[src/rtl/multiplier_arbiter_pkg.sv]
// Shared types for multiplier_arbiter: FSM state encoding and the reset value
// of the round-robin pointer.
package multiplier_arbiter_pkg;

  typedef enum logic [1:0] {
    IDLE = 2'd0,
    MUL  = 2'd1,
    RESP = 2'd2
  } state_e;

  // Pointer starts at the last index so requester 0 wins the first search.
  function automatic int ptr_reset(input int num_req);
    return num_req - 1;
  endfunction

endpackage

[src/rtl/multiplier_arbiter_multiplier.sv]
// Combinational unsigned multiplier, full-width product.
module multiplier #(
  parameter int Width = 8
) (
  input  logic [Width-1:0]   a,
  input  logic [Width-1:0]   b,
  output logic [2*Width-1:0] product
);

  assign product = {{Width{1'b0}}, a} * {{Width{1'b0}}, b};

endmodule

[src/rtl/multiplier_arbiter.sv]
// Shares one multiplier among NumReq valid/ready requesters, tagging each response.
// Define MULTIPLIER_ARBITER_RR_EN for round-robin arbitration; otherwise fixed priority.
module multiplier_arbiter
  import multiplier_arbiter_pkg::*;
#(
  parameter  int Width  = 8,
  parameter  int NumReq = 4,
  localparam int IdW    = $clog2(NumReq)
) (
  input  logic                    clk_i,
  input  logic                    rst_ni,
  input  logic [NumReq-1:0]       req_valid_i,
  output logic [NumReq-1:0]       req_ready_o,
  input  logic [NumReq*Width-1:0] req_a_i,
  input  logic [NumReq*Width-1:0] req_b_i,
  output logic                    rsp_valid_o,
  input  logic                    rsp_ready_i,
  output logic [IdW-1:0]          rsp_id_o,
  output logic [2*Width-1:0]      rsp_data_o,
  output logic                    busy_o
);

  state_e               state_q, state_d;
  logic [Width-1:0]     a_q, b_q;
  logic [IdW-1:0]       id_q;
  logic [2*Width-1:0]   data_q;
  logic [2*Width-1:0]   product;
  logic [IdW-1:0]       grant_idx;
  logic                 grant_found;
  logic                 accept;
  int                   cand;

`ifdef MULTIPLIER_ARBITER_RR_EN
  logic [IdW-1:0]       ptr_q;
`endif

  // Arbitration: first valid requester in search order.
  always_comb begin
    grant_found = 1'b0;
    grant_idx   = '0;
    cand        = 0;
    for (int i = 0; i < NumReq; i++) begin
`ifdef MULTIPLIER_ARBITER_RR_EN
      cand = int'(ptr_q) + 1 + i;
      if (cand >= NumReq) cand = cand - NumReq;
`else
      cand = i;
`endif
      if (!grant_found && req_valid_i[IdW'(cand)]) begin
        grant_found = 1'b1;
        grant_idx   = IdW'(cand);
      end
    end
  end

  always_comb begin
    state_d     = state_q;
    accept      = 1'b0;
    req_ready_o = '0;
    unique case (state_q)
      IDLE: begin
        if (grant_found && rst_ni) begin
          req_ready_o[grant_idx] = 1'b1;
          accept                 = 1'b1;
          state_d                = MUL;
        end
      end
      MUL:     state_d = RESP;
      RESP:    if (rsp_ready_i) state_d = IDLE;
      default: state_d = IDLE;
    endcase
  end

  always_ff @(posedge clk_i or negedge rst_ni) begin
    if (!rst_ni) begin
      state_q <= IDLE;
      a_q     <= '0;
      b_q     <= '0;
      id_q    <= '0;
      data_q  <= '0;
    end else begin
      state_q <= state_d;
      if (accept) begin
        a_q  <= req_a_i[grant_idx*Width +: Width];
        b_q  <= req_b_i[grant_idx*Width +: Width];
        id_q <= grant_idx;
      end
      if (state_q == MUL) data_q <= product;
    end
  end

`ifdef MULTIPLIER_ARBITER_RR_EN
  always_ff @(posedge clk_i or negedge rst_ni) begin
    if (!rst_ni) ptr_q <= IdW'(ptr_reset(NumReq));
    else if (accept) ptr_q <= grant_idx;
  end
`endif

  multiplier #(.Width(Width)) u_multiplier (
    .a       (a_q),
    .b       (b_q),
    .product (product)
  );

  assign rsp_valid_o = (state_q == RESP);
  assign rsp_id_o    = id_q;
  assign rsp_data_o  = data_q;
  assign busy_o      = (state_q != IDLE);

endmodule
[config.mk]
export PLATFORM = sky130hd
export DESIGN_NAME = multiplier_arbiter
export DESIGN_NICKNAME = d
export VERILOG_FILES = /design/src/rtl/multiplier_arbiter_pkg.sv /design/src/rtl/multiplier_arbiter_multiplier.sv /design/src/rtl/multiplier_arbiter.sv
export SDC_FILE = /design/constraint.sdc
export NUM_CORES = 1
export LEC_CHECK = 0
export CORE_MARGIN = 3
export CORE_UTILIZATION = 54
export DETAILED_ROUTE_END_ITERATION = 6
export PLACE_DENSITY = 0.86
export SYNTH_ARGS = -nofsm -noshare
export SYNTH_HDL_FRONTEND = slang
export SYNTH_SLANG_ARGS = --single-unit
[constraint.sdc]
create_clock -name clk_i -period 12.7 [get_ports clk_i]
set_input_delay 3.175 -clock clk_i [delete_from_list [all_inputs] [get_ports clk_i]]
set_output_delay 3.175 -clock clk_i [all_outputs]
set_load 0.1 [all_outputs]
; After elaboration in Yosys (flattened, before gate mapping)
; Index checks and enable logic that the tools add are counted.
[op_classes]
multipliers = 1
n_reduce_logical = 7
mux = 12
n_eq_ne = 4
n_lt_le_gt_ge = 2
n_shift = 2
[ops]
columns = cell, count
row1 = indexed part select 32 x 5 -> 8 bit, 2
row2 = multiplier 8 x 8 -> 16 bit, 1
row3 = 2-to-1 mux 4 bit, 2
row4 = 2-to-1 mux 1 bit, 6
row5 = one-hot mux 2 bit (3 select lines), 1
row6 = 2-to-1 mux 2 bit, 2
row7 = logical AND 1 bit, 3
row8 = "less-than comparator 2 x 3 -> 1 bit, second input constant", 1
row9 = demux 1 bit (select 2 bit), 1
row10 = "equality test 2 x 1 -> 1 bit, second input constant", 1
row11 = "equality test 2 bit, second input constant", 1
row12 = "greater-or-equal comparator 2 x 1 -> 1 bit, second input constant", 1
row13 = logical NOT 2 bit, 1
row14 = "!= test 2 x 1 -> 1 bit, second input constant", 1
row15 = "!= test 2 bit, second input constant", 1
row16 = AND reduction 2 bit, 1
row17 = nonzero test 2 bit, 1
row18 = logical NOT 1 bit, 1
[totals]
inputBits = 71
elab_cells = 33
register_bits = 36
output_inout_bits = 24

; Longest topological paths before layout
; Gate-level depths: netlist (run 1).
[depth]
depth_word = 10
depth_mapped = 15
ltp_nobuf = 15

; Cells and area by module
; From an unflattened synthesis (run 1), not the netlist that was laid out.
[unflattened]
cells_unflattened = 348
area_unflattened_um2 = 3737.3
[by_module_without_submodules]
columns = mod, area_each_um2, seq_area_each_um2, n_inst, cells_per_inst
row1 = multiplier, 2107.0, 0.0, 1, 243
row2 = multiplier_arbiter, 1630.3, 875.8, 1, 105

; Worst setup path after synthesis (run 1)
; No wires, ideal clock.
[synth_path]
path_type = input port to output port
from = in req_valid_i[1]
to = out req_ready_o[0]
path_buffers = 2
cell_stages = 4
t_required_ps = 9525
t_arrival_ps = 4949
slack_ps = 4576
cell_sequence = nor2b_1 -> buf_2 -> buf_2 -> nor2_1
[synth_via]
elab_chain_len = 8
elab_cells_between_ends = 11
cone_classes = 2 x order compare / 6 x mux / 3 x reduce/logical
[synth_lines]
columns = element, line
row1 = from (decl), multiplier_arbiter.sv:12  ; input logic [NumReq-1:0] req_valid_i,
row2 = logical AND 1 bit (*), multiplier_arbiter.sv:49  ; if (!grant_found && req_valid_i[IdW'(cand)]) begin
row3 = 2-to-1 mux 1 bit, multiplier_arbiter.sv:49
row4 = less-than comparator 2 x 3 -> 1 bit (implied by the code) or greater-or-equal comparator 2 x 1 -> 1 bit (tied branches), multiplier_arbiter.sv:63  ; req_ready_o[grant_idx] = 1'b1;
row5 = logical AND 1 bit (implied by the code), multiplier_arbiter.sv:63
row6 = 2-to-1 mux 1 bit (implied by the code), multiplier_arbiter.sv:63
row7 = demux 1 bit (select 2 bit), multiplier_arbiter.sv:63
row8 = 2-to-1 mux 4 bit (*), multiplier_arbiter.sv:62  ; if (grant_found && rst_ni) begin
row9 = 2-to-1 mux 4 bit (*), multiplier_arbiter.sv:60  ; unique case (state_q)
row10 = to (decl), multiplier_arbiter.sv:13  ; output logic [NumReq-1:0] req_ready_o,
; Mark *: on every way between the ends. The rest lies on a longest branch, timed or not.

; Worst setup path after layout (run 1)
[layout_path]
from = in rst_ni
to = out req_ready_o[0]
[layout_via]
elab_chain_len = 3
[layout_lines]
columns = element, line
row1 = from (decl), multiplier_arbiter.sv:11  ; input logic rst_ni,
row2 = logical AND 1 bit, multiplier_arbiter.sv:62
row3 = 2-to-1 mux 4 bit, multiplier_arbiter.sv:62
row4 = 2-to-1 mux 4 bit, multiplier_arbiter.sv:60
; Every way passes these cells.

==> run metrics, run 1 <==
final period utilization 0.729; CTS tree built; vias in the first global route about 2900; peak fanout along the critical path 37; count leader, synth inv_1; area of the multi-input gates around 0.0024 mm²; mux contribution to synthesized area 0.0473; fin. max-slew vios 0; top cells by area, synth dfrtp_1 24%, fa_1 20%, ha_1 13%; Post-synth ARST share 1.00; status complete, no violations; n_diodes 0; count of cell types in the netlist 41; slew of the pin with the lowest slew margin 1.04 ns; antenna violations before repair 0; setup_tns 0 ns; Post-CTS Hold Fix Bufs 0; CTS max path bufs 2; ANT nets after route 0; cts bufs inserted 5; CP max stage cell clkdlybuf4s50_1; CORE AREA 0.00639 mm²; Synth Area in Adders 0.326; # DRC 0; Setup-failing EPs final 0; crit path time final 9.26 ns; worst path cell trace clkdlybuf4s50_1 > buf_4 > nand2_1 > nor2_1 > clkdlybuf4s50_1; register area share after synthesis 0.244; Post-Syn Area 0.00359 mm²; area added between synthesis and finish 19.7%; Worst Path Required 9.52 ns; Initial Util 0.563; syn_area_per_cell 9.19 µm²; Final Hold Vio Count 0; vias per cell 5.40; share of cells above drive strength 1 0.0360; FF+latch count, synth 35; Setup Buffers After CTS 0; Synth Area in Compound Gates 0.0922; RD Place Congestion 0.853; crit end category output port; Slowest Stage Delay on Critical Path 1.15 ns; Vias 2817; number of synthesized flops with an enable pin 0; yosys warns 0; HPWL after detailed placement 5790 µm; num rows 29; Worst slew margin 0.303; DR pass1 iterations 4; CTS Sinks 35; largest net degree at the start of global routing 38; Post-CTS Resized 0; Primary FF master, synth dfrtp_1; IO buf count 57; number of DRC markers in iteration 0 170; startpoint types input pin; Die Ht 87.6 µm; RSZ-0062 raised after global routing no; Post-Syn Instances 391; WL final ~7300 µm; FMAX 0.108 GHz; Fin Clk Skew around 0.0041 ns; Hold Path Class flop to flop; fillcell total 513; I/O pins 95; XOR/XNOR share of the synthesized area 0.0219; clk slew on worst S/H paths 0.07 ns; Synth top area share 0.244; root buffer cell clkbuf_8; gr usage total 0.210; largest family of logic cells by synthesized area adder cells; Die ar. 0.00767 mm²; grt total ovfl 0; Die X 87.6 µm; cell mode on critical path clkdlybuf4s50_1; simple logic cell fraction of the synthesized area 0.190; Reg area slightly below 900 µm²; WP data arrival 6.09 ns; H-tree depth 2; global-route wire length before repair 12800 µm; cell taking the most area after synthesis dfrtp_1; latest clock arrival within the worst-skew pair 0.29 ns; maxcap violations 0; Avg WL per Cell 13.9 µm; Crit Path Class input pin to output port; # nets final about 590; Post-synth top cells 58 x inv_1, 53 x nand2_1, 51 x and2_1, 36 x fa_1, 36 x ha_1
-- final cells by class --
class | instances | share of cell area
tap | 77 | 0.0224
multi-input combinational | 287 | 0.569
inverter | 58 | 0.0506
clock buffer | 6 | 0.0192
clock inverter | 1 | 0.00116
timing repair buffer | 58 | 0.134
sequential | 35 | 0.204
-- worst max-delay path, delay by kind of cell --
| family | cells | cell delay (ns) |
|---|---|---|
| AND/OR/NAND/NOR | 2 | 0.90 |
| buffers and inverters | 3 | 2.00 |
-- cell families after synthesis --
logic type	after synthesis
AO/OA/AOI/OAI	54
multiplexers	17
flip-flops	35
AND/OR/NAND/NOR	132
adder cells (fa/ha/maj)	72
other	1
buffers and inverters	71
XOR/XNOR	9
-- layer usage --
layer	global-route usage	vias up	part of all wire
li1	-	1358	-
met2	0.381	55	0.54
met3	0.0339	9	0.036
met5	0	-	0
met1	0.264	1395	0.41
met4	0.0432	0	0.010
-- final timing paths --
path | from | depth (start not counted) | slack [ns] | endpoint
max | rst_ni | 5 | 3.44 | req_ready_o[0]
min | rsp_data_o[0] | 2 | 0.47 | rsp_data_o[0]
max reg2reg | a_q[0] | 14 | 8.24 | rsp_data_o[14]
min reg2reg | rsp_data_o[0] | 2 | 0.47 | rsp_data_o[0]
max in group asynchronous | rst_ni | 2 | 9.07 | rsp_data_o[8]
min in group asynchronous | rst_ni | 2 | 3.29 | rsp_id_o[0]
-- flip-flops by register name, indices dropped and copies added (netlist names) --
| register | flops |
|---|---|
| rsp_data_o | 16 |
| state_q | 2 |
| b_q | 8 |
| rsp_id_o | 1 |
| a_q | 8 |
-- through the flow --
step | area [µm²] | worst slack, ns | hold slack [ns] | instances | util
after global placement | 4220 | 3.44 | 0.453 | 515 | 0.660
after CTS | 4300 | 3.36 | 0.478 | 522 | 0.674
final | 4300 | 3.44 | 0.473 | 522 | 0.674
after detailed placement | 4220 | 3.36 | 0.461 | 515 | 0.660
after global routing | 4300 | 3.15 | 0.509 | 522 | 0.674
after floorplan | 3600 | 4.58 | 0.533 | 393 | -
-- cell usage in the layout, fill, tap and decap left out, types with 2 or more instances in the layout --
cell,instances
conb_1,3
nand2_1,53
and2_1,51
ha_1,36
a31oi_1,2
a21o_2,2
o21ai_0,27
dfrtp_1,35
clkdlybuf4s50_1,57
inv_1,58
a21oi_1,6
nor2_1,5
xnor2_1,2
mux2i_1,17
o211ai_1,2
a21o_1,6
nand4_1,3
clkbuf_8,6
xor2_1,7
nand2b_1,5
nand3_1,5
fa_1,36
Power of run 1 is not shown: default switching activity piles up to over one toggle a cycle in this logic, so the estimate is an artifact.
==> run 2, diff against run 1 <==
- CORE_UTILIZATION: 54 -> 50
- PLACE_DENSITY: 0.86 -> 0.8
- clock period: 12.7 -> 9.5 ns (I/O delays scaled with it)
==> run 2 against run 1 <==
Register-to-register slack lost 3.2 ns. Die area grew 7.4%. Global-route usage shrank 3.2 points. Non-clock buffer count grew 1. Critical path type unchanged. Highest routed layer unchanged.
==> run metrics, run 2 (synthesis gave the netlist of run 1 again) <==
vias in the first global route 2762; Crit path depth 4; Hold Path Class flop to flop; Post-CTS Resized 0; Final Hold Vio Count 0; CTS max path bufs 2; gr usage total 0.178; num rows 30; Slowest Stage Delay on Critical Path around 1.2 ns; CTS tree built; WL final 7230 µm; root buffer cell clkbuf_8; maxcap violations 0; number of DRC markers in iteration 0 118; RSZ-0062 raised after global routing no; ANT nets after route 0; H-tree depth 2; CTS Sinks 35; startpoint types input pin; Crit Path Class input pin to output port; final period utilization 0.741; slew of the pin with the lowest slew margin 0.984 ns; latest clock arrival within the worst-skew pair 0.29 ns; met2 Use GR 0.319; Post-CTS Hold Fix Bufs 0; vias per cell 5.09; cts bufs inserted 5; gr busiest metal met2; crit end category output port; commonest non-fill, non-tap cell in the layout inv_1; clk slew on worst S/H paths ~0.080 ns; HPWL after detailed placement between 5000 and 6000 µm; CP bufs+invs 3; Worst Path Required 7.13 ns; max reg flops 16; worst path cell trace clkdlybuf4s50_1 > buf_4 > and3_1 > clkdlybuf4s50_1; Fin Clk Skew 0.00493 ns; CP max stage cell clkdlybuf4s50_1; met1 Use GR 0.221; CORE AREA 0.00687 mm²; fin. max-slew vios 0; # DRC 0; DR pass1 iterations 4; peak fanout along the critical path 37; Worst R2R Path Depth 14; Die Ht 90.8 µm; area added between synthesis and finish 21.3%; status complete, no violations; Avg WL per Cell 13.3 µm; GR Util met3 0.0308; WP data arrival 4.67 ns; RD Place Congestion 0.849; antenna violations before repair 0; Setup Buffers After CTS 0; Setup-failing EPs final 0; IO buf count 57; FMAX between 0.1 and 0.15 GHz; I/O pins 95; Worst slew margin 0.342; share of cells above drive strength 1 0.0425; global-route wire length before repair 12200 µm; cell mode on critical path clkdlybuf4s50_1; Die ar. 0.00824 mm²; grt total ovfl 0; largest net degree at the start of global routing 38; delay-heaviest family, CP buffers and inverters; n_diodes 0; setup_tns 0 ns; Vias about 2800; crit path time final 7.04 ns; Cells on Worst Hold Path 2; # nets final 589; Initial Util 0.523; Die X 90.8 µm; most frequent cells in the layout 58 x inv_1, 56 x clkdlybuf4s50_1, 53 x nand2_1
run 2: cell types whose count changed in the layout (fill, tap and decap cells not counted), sizes merged:
| cell | previous run | this run |
|---|---|---|
| bufinv | 0 | 1 |
| clkdlybuf4s50 | 57 | 56 |
| buf | 1 | 3 |
run 2: per-layer routing:
| metal | vias up | wire length [µm] |
|---|---|---|
| met5 | - | 0 |
| met4 | 0 | 136 |
| met3 | 17 | 289 |
| met2 | 72 | 3680 |
| met1 | 1316 | 3120 |
| li1 | 1359 | - |
run 2: final timing paths:
path                                from        endpoint  slack, ns
setup / recovery                  rst_ni  req_ready_o[1]       2.46
hold / removal             rsp_data_o[0]   rsp_data_o[0]       0.47
setup reg to reg                  a_q[0]  rsp_data_o[14]       5.06
hold reg to reg            rsp_data_o[0]   rsp_data_o[0]       0.47
max in group asynchronous         rst_ni   rsp_data_o[0]       6.65
min in group asynchronous         rst_ni     rsp_id_o[0]       2.52
run 2: layout make-up:
class                   instances  area [µm²]
flip-flops and latches         35         876
well taps                      96         120
clock inverters                 2        35.0
inverters                      58         218
clock buffers                   6        82.6
fillers                       578        2510
multi-input cells             287        2450
repair buffers                 59         583
run 2: per-stage QoR:
stage / worst slack [ns] / hold slack [ns] / area (µm²) / std cells / utilization
after CTS: 2.41 / 0.472 / 4360 / 543 / 0.635
after detailed placement: 2.41 / 0.456 / 4240 / 535 / 0.618
after global placement: 2.47 / 0.453 / 4240 / 535 / 0.618
after floorplan: 2.98 / 0.533 / 3600 / 393 / -
final: 2.46 / 0.469 / 4360 / 543 / 0.635
after global routing: 2.35 / 0.489 / 4360 / 543 / 0.635
run 2: worst reg2reg max path, delay by kind of cell, from the launching register on:
| family | cells | cell delay [ns] |
|---|---|---|
| buf+inv | 3 | 0.15 |
| simple gates | 3 | 0.62 |
| compound gates | 3 | 0.57 |
| fa+ha+maj | 5 | 2.51 |
| flops | 1 | 0.53 |
Power of run 2 is left out for the same reason.
